<file path="src/rtl/serial_add_defs.vh">
// serial_add_defs: state encodings and default width shared by serial_add_ctrl and its bench
`ifndef SERIAL_ADD_DEFS_VH
`define SERIAL_ADD_DEFS_VH
`define S_IDLE 2'd0
`define S_RUN 2'd1
`define S_DONE 2'd2
`define SA_DEFAULT_W 8
`endif

</file>
<file path="src/rtl/serial_add_ctrl_pkg.sv">
// serial_add_ctrl_pkg: FSM state constants for serial_add_ctrl, taken from serial_add_defs.vh
`include "serial_add_defs.vh"
package serial_add_ctrl_pkg;
   localparam logic [1:0] ST_IDLE = `S_IDLE;
   localparam logic [1:0] ST_RUN  = `S_RUN;
   localparam logic [1:0] ST_DONE = `S_DONE;
endpackage

</file>
<file path="src/rtl/yAdder1.sv">
// yAdder1: 1-bit full adder cell; a, b, cin in -> z (sum bit), cout (carry out)
module yAdder1 (
   input  logic a,
   input  logic b,
   input  logic cin,
   output logic z,
   output logic cout
);
   assign z    = a ^ b ^ cin;
   assign cout = (a & b) | (cin & (a ^ b));
endmodule

</file>
<file path="src/rtl/serial_add_ctrl.sv">
// serial_add_ctrl: bit-serial W-bit add/subtract, one bit per clock LSB first through a single yAdder1.
// Ports: clk, reset_n (sync active-low); start/sub/a/b request, sampled in IDLE or DONE;
// busy (RUN), done (one-cycle result pulse), sum/cout result held until the next accepted start.
// Optional: define SERIAL_ADD_OVF_EN to add the ovf (signed overflow) output.
`include "serial_add_defs.vh"
module serial_add_ctrl
   import serial_add_ctrl_pkg::*;
#(
   parameter int W = `SA_DEFAULT_W
) (
   input  logic         clk,
   input  logic         reset_n,
   input  logic         start,
   input  logic         sub,
   input  logic [W-1:0] a,
   input  logic [W-1:0] b,
   output logic         busy,
   output logic         done,
   output logic [W-1:0] sum,
   output logic         cout
`ifdef SERIAL_ADD_OVF_EN
   ,output logic        ovf
`endif
);
   logic [1:0]   state;
   logic [W-1:0] a_sh, b_sh, res_sh, res_nx;
   logic [5:0]   count;
   logic         carry, s, co, last;
   yAdder1 u_add (.a(a_sh[0]), .b(b_sh[0]), .cin(carry), .z(s), .cout(co));
   assign res_nx = {s, res_sh[W-1:1]};
   assign last   = count == 6'(W - 1);
   assign busy   = state == ST_RUN;
   assign done   = state == ST_DONE;
   always_ff @(posedge clk) begin
      if (!reset_n) begin
         state  <= ST_IDLE;
         a_sh   <= '0;
         b_sh   <= '0;
         res_sh <= '0;
         carry  <= 1'b0;
         count  <= '0;
         sum    <= '0;
         cout   <= 1'b0;
`ifdef SERIAL_ADD_OVF_EN
         ovf    <= 1'b0;
`endif
      end else if (state == ST_RUN) begin
         a_sh   <= a_sh >> 1;
         b_sh   <= b_sh >> 1;
         res_sh <= res_nx;
         carry  <= co;
         count  <= count + 6'd1;
         if (last) begin
            state <= ST_DONE;
            sum   <= res_nx;
            cout  <= co;
`ifdef SERIAL_ADD_OVF_EN
            // on the MSB step, carry holds the carry into the MSB
            ovf   <= carry ^ co;
`endif
         end
      end else if (start) begin
         // subtract as a + ~b + 1: invert b and seed the carry with sub
         state <= ST_RUN;
         a_sh  <= a;
         b_sh  <= b ^ {W{sub}};
         carry <= sub;
         count <= '0;
      end else begin
         state <= ST_IDLE;
      end
   end
endmodule

</file>
<file path="config.mk">
export PLATFORM = sky130hd
export DESIGN_NAME = serial_add_ctrl
export DESIGN_NICKNAME = d
export VERILOG_FILES = /design/src/rtl/serial_add_ctrl_pkg.sv /design/src/rtl/yAdder1.sv /design/src/rtl/serial_add_ctrl.sv
export VERILOG_INCLUDE_DIRS = /design/src /design/src/rtl
export SDC_FILE = /design/constraint.sdc
export NUM_CORES = 1
export LEC_CHECK = 0
export ABC_AREA = 1
export CORE_AREA = 3 3 64 72
export DETAILED_ROUTE_END_ITERATION = 6
export DIE_AREA = 0 0 67 75
export PLACE_DENSITY = 0.72
export REMOVE_ABC_BUFFERS = 1
export SYNTH_ARGS = -nofsm -noshare
export SYNTH_HDL_FRONTEND = slang
export SYNTH_SLANG_ARGS = --single-unit
export TNS_END_PERCENT = 100
</file>
<file path="constraint.sdc">
create_clock -name clk -period 1.1 [get_ports clk]
set_input_delay 0.22 -clock clk [delete_from_list [all_inputs] [get_ports clk]]
set_output_delay 0.22 -clock clk [all_outputs]
set_load 0.03 [all_outputs]
</file>
==> impl_metrics.csv <==
group,metric,value,unit
clock_tree,cts.path.max_buffers,2,
clock_tree,root_buffer,"clkbuf_8",
sta,tightest_slew,0.393,ns
critical_path,crit_path_top_delay_cell,"dfxtp_2",
detailed_routing,drcViolationCount,0,
sta,holdWs,0.431,ns
floorplanning,core_area,0.00396,mm2
pwr,ir_drop,0.000904,V
floorplanning,io_pins,31,
placed_design,dp_cells,354,
logic_synthesis,synth_ff_type,"dfxtp_1",
floorplanning,placementRows,24,
clock_tree,htreeDepth,2,
detailed_routing,drt_iter0_drc,85,
logic_synthesis,seq_area_frac_synth,45.5,%
floorplanning,die_w,67,um
sta,hold_viol_final,0,
hold_path,min_path_cells,4,
detailed_routing,ant_nets,0,
clock_tree,insertion_delay,0.30,ns
sta,fin_skew,0.00381,ns
critical_path,critPathTopFamily,"simple AND/OR/NAND/NOR gates",
logic_synthesis,synth-edff-count,0,
critical_path,path_cells,"inv_2 > buf_6 > nand2_8 > nor2_4 > buf_6 > nand3_4 > inv_8 > nand2_2 > nand2_1",
detailed_routing,dr.pass1.iters,5,
logic_synthesis,synth-xor-area-share,3.88,%
logic_synthesis,ys_seq_elements,41,
grt,grtUsageTotal,19.3,%
run,maxCapViolCount,0,
critical_path,path_buf_inv,4,
critical_path,critical_path_required,1.35,ns
layout,syn2layout_area_growth,66.4,%
logic_synthesis,yosys_warnings,0,
logic_synthesis,synth_fa_ha_area_share,1.80,%
critical_path,r2r-start,"state[1]",
placed_design,portBuffers,30,
run_status,violations,"setup timing",
logic_synthesis,synth.area.top_cells,"dfxtp_1 45%, nand2_1 14%, nand3_1 10%, nor2_1 8.1%, xnor2_1 3.9%",
floorplanning,dieArea,0.00503,mm2
logic_synthesis,synth.most_common_cell,"nand2_1",
critical_path,max_stage_delay,0.34,ns
clock_tree,cts_tree,"yes",
logic_synthesis,synth_commonest_cells,"68 x nand2_1, 41 x dfxtp_1, 39 x nor2_1",
clock_tree,holdBufCountCts,0,
sta,finalSetupViolCount,31,
critical_path,r2r-end,"sum[2]",
grt,grt_pass1_wl,7320,um
layout,diodes,0,
logic_synthesis,synthCells,253,
hold_path,hold_path_class,"in2reg",
detailed_routing,wirelength,5270,um
logic_synthesis,synth-async-reset-ratio,0,%
sta,period_share,116,%
logic_synthesis,yosysTopAreaCellShare,45.5,%
grt,antenna_found_initial,0,
logic_synthesis,synthMuxAreaShare,0,%
pwr,leakage,0.00135,uW
sta,clock.fmax,783,MHz
clock_tree,clk_pin_slew_worst_paths,0.08,ns
run_status,status,"finished with violations",
layout,utilization,75.8,%
critical_path,arrival,1.52,ns
clock_tree,clkSinkCount,41,
logic_synthesis,synth_compound_area_share,6.10,%
hold_path,min_from,"start",
critical_path,critical_path_class,"reg2reg",
logic_synthesis,synth_cell_types,24,
hold_path,holdPathEnd,"count[4]",
detailed_routing,wire_per_inst,14.0,um
sta,worst_slack,-0.177,ns
detailed_routing,viasPerCell,5.16,
layout,final_cells,377,
grt,grt_max_degree,15,
layout,nNetsFinal,346,
grt,grt_pass1_vias,1691,
layout,drive_gt1_share,43.4,%
grt,grt_overflow,0,
logic_synthesis,synth_largest_area_cell,"dfxtp_1",
floorplanning,fp.dieH,75,um
clock_tree,numCtsBuffers,5,
critical_path,worst_r2r_path_depth,9,
critical_path,cp-end-kind,"flop",
logic_synthesis,synth_top_family_by_area,"simple AND/OR/NAND/NOR gates",
logic_synthesis,syn_area_per_cell,7.14,um2
critical_path,start_kind,"flop",
critical_path,path_common_cell,"buf_6",
sta,maxSlewHeadroom,73.8,%
sta,drv_slew,0,
logic_synthesis,syn-cell-area,0.00181,mm2
logic_synthesis,synthSimpleGateAreaFrac,34.7,%
pwr,finalPower,3270,uW
placed_design,dp_hpwl,2820,um
sta,finalCriticalPeriod,1.28,ns
placed_design,place.gp.congestion,0.773,
critical_path,critPathMaxFanout,8,
floorplanning,initial_utilization,45.5,%
critical_path,r2r_slack,-0.18,ns
sta,rsz0062_at_grt,"yes",
pwr,p_per_area,1090,mW/mm2
detailed_routing,num_vias,1945,
## how the worst max path moves through the flow
stage	startpoint	end	slack, ns	cells past startpoint
after floorplan	state[0]	a_sh[1]	-0.69	7
after global placement	start	count[3]	-0.31	4
after detailed placement	reset_n	count[2]	-0.35	4
after CTS	state[1]	done	-0.17	4
after global routing	state[1]	sum[2]	-0.24	9
final	state[1]	sum[2]	-0.18	9
## worst reg2reg max path, delay by kind of cell (launching register included)
family                 cells  cell delay, ns
buffers and inverters      4            0.43
DFF                        1            0.34
and+or+nand+nor            5            0.45
## power by group
part / switching [uW] / internal, uW / total (uW)
clock: 557 / 438 / 995
combinational: 334 / 335 / 669
sequential: 50.3 / 1550 / 1600
total: 941 / 2330 / 3270
## metrics by stage
step	setup slack, ns	cell area [um2]	TNS (ns)
4_1_cts	-0.174	2610	-1.27
3_5_place_dp	-0.350	2310	-11.71
3_3_place_gp	-0.314	2310	-11.38
6_report	-0.177	3000	-2.96
2_1_floorplan	-0.689	1740	-14.53
5_1_grt	-0.237	3000	-5.06
## what timing repair did
action,4_1_cts,5_1_grt
pin swaps,9,19
endpoints found under the hold margin,0,0
resized for setup,51,78
gates cloned,1,3
endpoints found under the setup margin,36,41
setup buffers,6,6
## metal layers
metal | vias up | GRT usage, % | wire [um]
met2 | 59 | 33.1 | 2680
met3 | 23 | 4.93 | 273
met1 | 914 | 22.8 | 2120
met5 | - | 0 | 0
li1 | 949 | - | -
met4 | 0 | 8.33 | 201
## state kept, by name, indices dropped and copies added, names as in the netlist
| name | cells |
|---|---|
| sum | 8 |
| b_sh | 8 |
| cout | 1 |
| res_sh | 7 |
| a_sh | 8 |
| carry | 1 |
| count | 6 |
| state | 2 |
## cell type report
class,count,area [um2]
multi-input cells,183,1220
fillers,280,960
well taps,52,65.1
inverters,20,82.6
repair buffers,73,721
flip-flops and latches,41,828
clock buffers,5,68.8
clock inverters,3,17.5
## placed cells by master (no fill, tap or decap), drive strengths merged
cell type and n:
nand2 72, buf 52, dfxtp 41, nor2 41, nand3 37, inv 19
clkdlybuf4s50 17, o21ai 12, xnor2 8, clkbuf 8, a21oi 7, clkinv 3
nor3 2, a211oi 1, a21boi 1, fa 1, ha 1, clkinvlp 1
dlygate4sd2 1
## logic make-up after synthesis
family                     Yosys count
and+or+nand+nor                    150
buffers and inverters               31
xor gates and xnor gates             8
DFF                                 41
AOI/OAI and AO/OA                   21
adders and majority gates            2
No activity file was read; power rests on OpenSTA's default activity.
